File: src/rtl/bcam_pkg.sv
// Shared BCAM definitions: geometry defaults and the search-controller state encoding.
package bcam_pkg;

  localparam int unsigned BCAM_WIDTH  = 8;   // key bits per row
  localparam int unsigned BCAM_DEPTH  = 16;  // rows / match lines
  localparam int unsigned BCAM_ADDR_W = 4;   // clog2(BCAM_DEPTH)

  typedef enum logic [1:0] {
    ST_IDLE    = 2'd0,
    ST_SEARCH  = 2'd1,
    ST_CAPTURE = 2'd2,
    ST_EMIT    = 2'd3
  } bcam_state_e;

endpackage : bcam_pkg

File: src/rtl/bcam_prio_enc.sv
// Lowest-set-bit priority encoder over the pending match vector.
//   vec             : match vector to encode
//   idx             : index of the lowest set bit (0 when vec is empty)
//   any             : at least one bit set
//   one_hot_or_zero : at most one bit set (the current beat is the final one)
module bcam_prio_enc
  import bcam_pkg::*;
#(
  parameter int unsigned DEPTH  = BCAM_DEPTH,
  parameter int unsigned ADDR_W = BCAM_ADDR_W
) (
  input  logic [DEPTH-1:0]  vec,
  output logic [ADDR_W-1:0] idx,
  output logic              any,
  output logic              one_hot_or_zero
);

  // Scan from the top down so the lowest set index wins.
  always_comb begin
    idx = '0;
    for (int i = int'(DEPTH) - 1; i >= 0; i--) begin
      if (vec[i]) idx = ADDR_W'(i);
    end
  end

  assign any             = |vec;
  // Clearing the lowest set bit leaves zero only if at most one bit was set.
  assign one_hot_or_zero = ((vec & (vec - DEPTH'(1))) == '0);

endmodule : bcam_prio_enc

File: src/rtl/bcam_match_resolver.sv
// Search-side BCAM controller: accepts a lookup key, fires one search cycle
// into the array, captures the match lines and streams every matching row
// address (lowest first) on a valid/ready result channel. An empty match
// produces a single miss beat.
//   clk, rst                 : clock, synchronous active-high reset
//   abort                    : drop the current lookup, return to IDLE
//   req_valid/req_ready/key  : lookup request handshake
//   cam_search_en/key        : one-cycle search strobe and key to the array
//   cam_match_vec            : per-row match lines, valid the cycle after the strobe
//   res_valid/res_ready      : result beat handshake
//   res_addr/res_hit/res_last: matching row, hit flag, final-beat flag
module bcam_match_resolver
  import bcam_pkg::*;
#(
  parameter int unsigned WIDTH  = BCAM_WIDTH,
  parameter int unsigned DEPTH  = BCAM_DEPTH,
  parameter int unsigned ADDR_W = BCAM_ADDR_W
) (
  input  logic              clk,
  input  logic              rst,
  input  logic              abort,
  input  logic              req_valid,
  input  logic [WIDTH-1:0]  req_key,
  output logic              req_ready,
  output logic              cam_search_en,
  output logic [WIDTH-1:0]  cam_search_key,
  input  logic [DEPTH-1:0]  cam_match_vec,
  output logic              res_valid,
  input  logic              res_ready,
  output logic [ADDR_W-1:0] res_addr,
  output logic              res_hit,
  output logic              res_last
);

  bcam_state_e      state_q, state_d;
  logic [WIDTH-1:0] key_q, key_d;
  logic [DEPTH-1:0] pend_q, pend_d;

  logic [ADDR_W-1:0] enc_idx;
  logic              enc_any;
  logic              enc_last;

  bcam_prio_enc #(
    .DEPTH (DEPTH),
    .ADDR_W(ADDR_W)
  ) u_prio_enc (
    .vec            (pend_q),
    .idx            (enc_idx),
    .any            (enc_any),
    .one_hot_or_zero(enc_last)
  );

  // State, key and pending-match registers.
  always_ff @(posedge clk) begin
    if (rst) begin
      state_q <= ST_IDLE;
      key_q   <= '0;
      pend_q  <= '0;
    end else begin
      state_q <= state_d;
      key_q   <= key_d;
      pend_q  <= pend_d;
    end
  end

  // Next-state and output decode; result outputs are combinational so a
  // beat can be consumed every cycle.
  always_comb begin
    state_d        = state_q;
    key_d          = key_q;
    pend_d         = pend_q;
    req_ready      = 1'b0;
    cam_search_en  = 1'b0;
    cam_search_key = '0;
    res_valid      = 1'b0;
    res_addr       = '0;
    res_hit        = 1'b0;
    res_last       = 1'b0;

    unique case (state_q)
      ST_IDLE: begin
        req_ready = !abort;
        if (req_valid && !abort) begin
          key_d   = req_key;
          state_d = ST_SEARCH;
        end
      end
      ST_SEARCH: begin
        cam_search_en  = 1'b1;
        cam_search_key = key_q;
        state_d        = ST_CAPTURE;
      end
      ST_CAPTURE: begin
        cam_search_key = key_q;
        pend_d         = cam_match_vec;
        state_d        = ST_EMIT;
      end
      ST_EMIT: begin
        res_valid = 1'b1;
        res_hit   = enc_any;
        res_addr  = enc_idx;
        res_last  = enc_last;
        if (res_ready) begin
          // Retire the reported row; a miss beat clears nothing.
          pend_d = pend_q & ~(DEPTH'(1) << enc_idx);
          if (enc_last) state_d = ST_IDLE;
        end
      end
      default: state_d = ST_IDLE;
    endcase

    // Abort overrides everything; the search strobe above still fires.
    if (abort) begin
      state_d = ST_IDLE;
      pend_d  = '0;
    end
  end

endmodule : bcam_match_resolver

File: config.mk
export PLATFORM = sky130hd
export DESIGN_NAME = bcam_match_resolver
export DESIGN_NICKNAME = d
export VERILOG_FILES = /design/src/rtl/bcam_pkg.sv /design/src/rtl/bcam_prio_enc.sv /design/src/rtl/bcam_match_resolver.sv
export SDC_FILE = /design/constraint.sdc
export NUM_CORES = 1
export LEC_CHECK = 0
export ABC_AREA = 1
export CAP_MARGIN = 0
export CELL_PAD_IN_SITES_DETAIL_PLACEMENT = 1
export CELL_PAD_IN_SITES_GLOBAL_PLACEMENT = 2
export CORE_MARGIN = 2
export CORE_UTILIZATION = 28
export DETAILED_ROUTE_END_ITERATION = 12
export GPL_ROUTABILITY_DRIVEN = 1
export PLACE_DENSITY = 0.81
export SYNTH_ARGS = -nofsm -noshare
export SYNTH_HDL_FRONTEND = slang
export SYNTH_HIERARCHICAL = 1
export SYNTH_SLANG_ARGS = --single-unit
File: constraint.sdc
create_clock -name clk -period 5.55 [get_ports clk]
set_input_delay 0.8325 -clock clk [delete_from_list [all_inputs] [get_ports clk]]
set_output_delay 0.8325 -clock clk [all_outputs]
set_load 0.005 [all_outputs]
==> metrics.txt <==
CP max FO 5; layout cell share with drive strength beyond 1 16.5%; largest family of logic cells by synthesized area simple AND/OR/NAND/NOR gates; Non-Filler Instances 405; Nets 363; worst r2r path cells 20; Pwr per Cell Area 189 mW/mm2; core area 0.00642 mm2; vias per cell between 4 and 5; GRT overflow 0; DRC 0; DR WL/cell 13.1 um; Max-Cap Viols 0; Netlist cell types 31; Final Hold Fails 0; Psw 0.130 mW; Worst Path Arrival ~2.6 ns; reg2reg end pend_q[4]; Tmin final 3.41 ns; worst hold endpoint key_q[5]; sequential share of power a little over two fifths; initial antenna violation count 0; Post-DP Area 0.00237 mm2; Die Ht 86.0 um; critical path class register to output pin; crit-path cells nor2_1, bufinv_8, nor2_4, nand2_2, nor3_1, o21ai_1, nor2_1, nand2_1, nor2_2, nand2_1, inv_1, clkdlybuf4s50_1; via count around 1900; Hold Path Depth 2; slowest CP cell clkdlybuf4s50_1; drt total wl 5.31 mm; clock latency on the worst-skew pair 0.28 ns; post-route ant nets 0; Hold Buf Count CTS 0; Static Leak 1.04 nW; largest net degree at the start of global routing 19; sequential area share after synthesis 27.6%; Max Slew Vio Count 0; vias in the first global route approximately 1900; Util after Layout 38.0%; First-pass DRT Iterations 4; Resized Gates After CTS 0; Starting Density a little under 30%; IO Pins 46; Final setup violation count 0; Rel. slew slack 50.7%; final worst setup slack 2.14 ns; crit-path max cell delay 0.51 ns; clk buf depth 2; Final HPWL DP 4.25 mm; launch point of the critical path pend_q[8]; TritonCTS clock tree done; synth warn 6; crit start category register; period utilization around three fifths; maximum vdd ir drop 96.9 uV; flop2flop setup slack 3.36 ns; Max Fclk 293 MHz; IO buf count 45; Setup Buffers After CTS 0; clock power share 36.6%; # rows 29; All-Layer GR Usage 15.4%; status complete, no violations; syn_area_per_cell ~6.6 um2; clock root buffer master clkbuf_8; WP data required 4.72 ns; worst min-delay path class register to register; die area around 0.0074 mm2; setup TNS 0 ns; R2R Path Start pend_q[15]; diode count 0; Internal Power about 0.33 mW; Mapped Nets 320; Simple-Gate Fraction of Synth Area 37.9%; gpl congestion 0.792; Reg clk slew, reported paths 0.11 ns; Post-synth EDFFs 0; asr flop ratio synth 0%; Synth Area in Adders between 3 and 4%; Net Sw Frac ~28%; global-route wire length before repair 9.07 mm; Post-Syn Area 0.00188 mm2; Post-Synth XOR/XNOR Area 0%; CTS buffer count 3; Synth-to-Final Area Change 29.4%; H-tree depth 1; Die X-Extent 86.0 um; Detailed Route Iter0 Violations 44; Hold Path Origin key_q[5]; register bit count reported by yosys 26; Tightest Pin Transition roughly 0.74 ns; crit end category output pin; post-synthesis compound-gate area fraction roughly 16%; dpl cells between 400 and 500; CTS Sinks 26; Comb pwr share about a fifth; Worst Skew 0.0114 ns; multiplexer area fraction after synthesis 0%; Synth Instances 286; pre-CTS setup slack 2.46 ns; Main synth FF type dfxtp_1; setup repair after global routing missed its margin false; Finished Cell Area 0.00244 mm2
[layer usage]
layer	global-route usage (%)	wire, um	vias to the layer above
met5	0	0	-
met4	2.16	34	0
met3	3.18	211	2
met2	28.1	2630	26
met1	19.0	2430	853
li1	-	-	970
[worst max-delay path by stage]
stage                     to  depth (start not counted)  slack, ns
floorplan           res_last                         12       3.26
global placement    res_last                         14       2.44
detailed placement  res_last                         14       2.46
CTS                 res_last                         14       2.12
global route        res_last                         14       1.90
finish              res_last                         12       2.14
[flip-flops by register name, summed over array words and instances (netlist names)]
signal / flops
key_q: 8
state_q: 2
pend_q: 16
[through the flow]
stage,hold slack (ns),total power [mW]
2_1_floorplan,0.441,0.258
3_3_place_gp,0.452,0.297
3_5_place_dp,0.454,0.298
4_1_cts,0.472,0.470
5_1_grt,0.495,0.486
6_report,0.468,0.461
[cells in the final DEF, fill, tap and decap left out]
cell             Yosys  final
a21oi_1             21     21
a21oi_2             10     10
a31oi_1              1      1
bufinv_16            0      1
bufinv_8             1      1
clkbuf_8             0      3
clkdlybuf4s50_1      0     45
clkinv_4             1      1
dfxtp_1             26     26
ha_1                 5      5
inv_1               42     42
inv_2                7      7
inv_4                1      1
maj3_2               1      1
nand2_1             87     87
nand2_2             14     14
nand2_4              4      4
nand3_1             20     20
nand3_2              1      1
nor2_1               9      9
nor2_2               5      5
nor2_4               4      4
nor2_8               1      1
nor3_1               3      3
o2111a_1             1      1
o2111ai_1            1      1
o21ai_0              6      6
o21ai_1              3      3
o21bai_1             4      4
[cell families (layout without fill, tap and decap cells)]
group,Yosys count,after routing
simple gates,148,148
buf+inv,59,101
compound gates,47,47
flops,26,26
fa+ha+maj,6,6
[final cells by class]
type / instances / area [um2]
fill: 832 / 3990
multi-input combinational: 201 / 1080
sequential: 26 / 520
timing repair buffer: 45 / 450
inverter: 52 / 216
tap: 77 / 96.3
clock buffer: 3 / 41.3
clock inverter: 1 / 30.0
[Yosys cell counts, types with 2 or more instances]
master    instances  area, um2
nor2_2            5       31.3
ha_1              5       62.6
dfxtp_1          26        521
nor2_4            4       45.0
o21ai_1           3       15.0
nor2_1            9       33.8
nand3_1          20        100
nand2_1          87        327
buf_6             2       22.5
buf_2             2       10.0
nand2_2          14       87.6
inv_1            42        158
o21bai_1          4       30.0
a21oi_1          21        105
a21oi_2          10       87.6
nand2_4           4       45.0
inv_2             7       26.3
nor3_1            3       15.0
o21ai_0           6       30.0
[critical path, delay by kind of cell, from the launching register on]
kind / cells / cell delay [ns]
simple gates: 8 / 1.00
flops: 1 / 0.39
buf+inv: 3 / 0.81
compound gates: 1 / 0.10
[power by group through the flow]
stage | Combinational, mW | Sequential, mW | Clock, mW
after floorplan | 0.0589 | 0.199 | 0
after global placement | 0.0973 | 0.200 | 0
final | 0.0962 | 0.196 | 0.169
after CTS | 0.0983 | 0.196 | 0.176
after global routing | 0.108 | 0.197 | 0.181
after detailed placement | 0.0977 | 0.200 | 0
(Power assumes the default switching activity.)
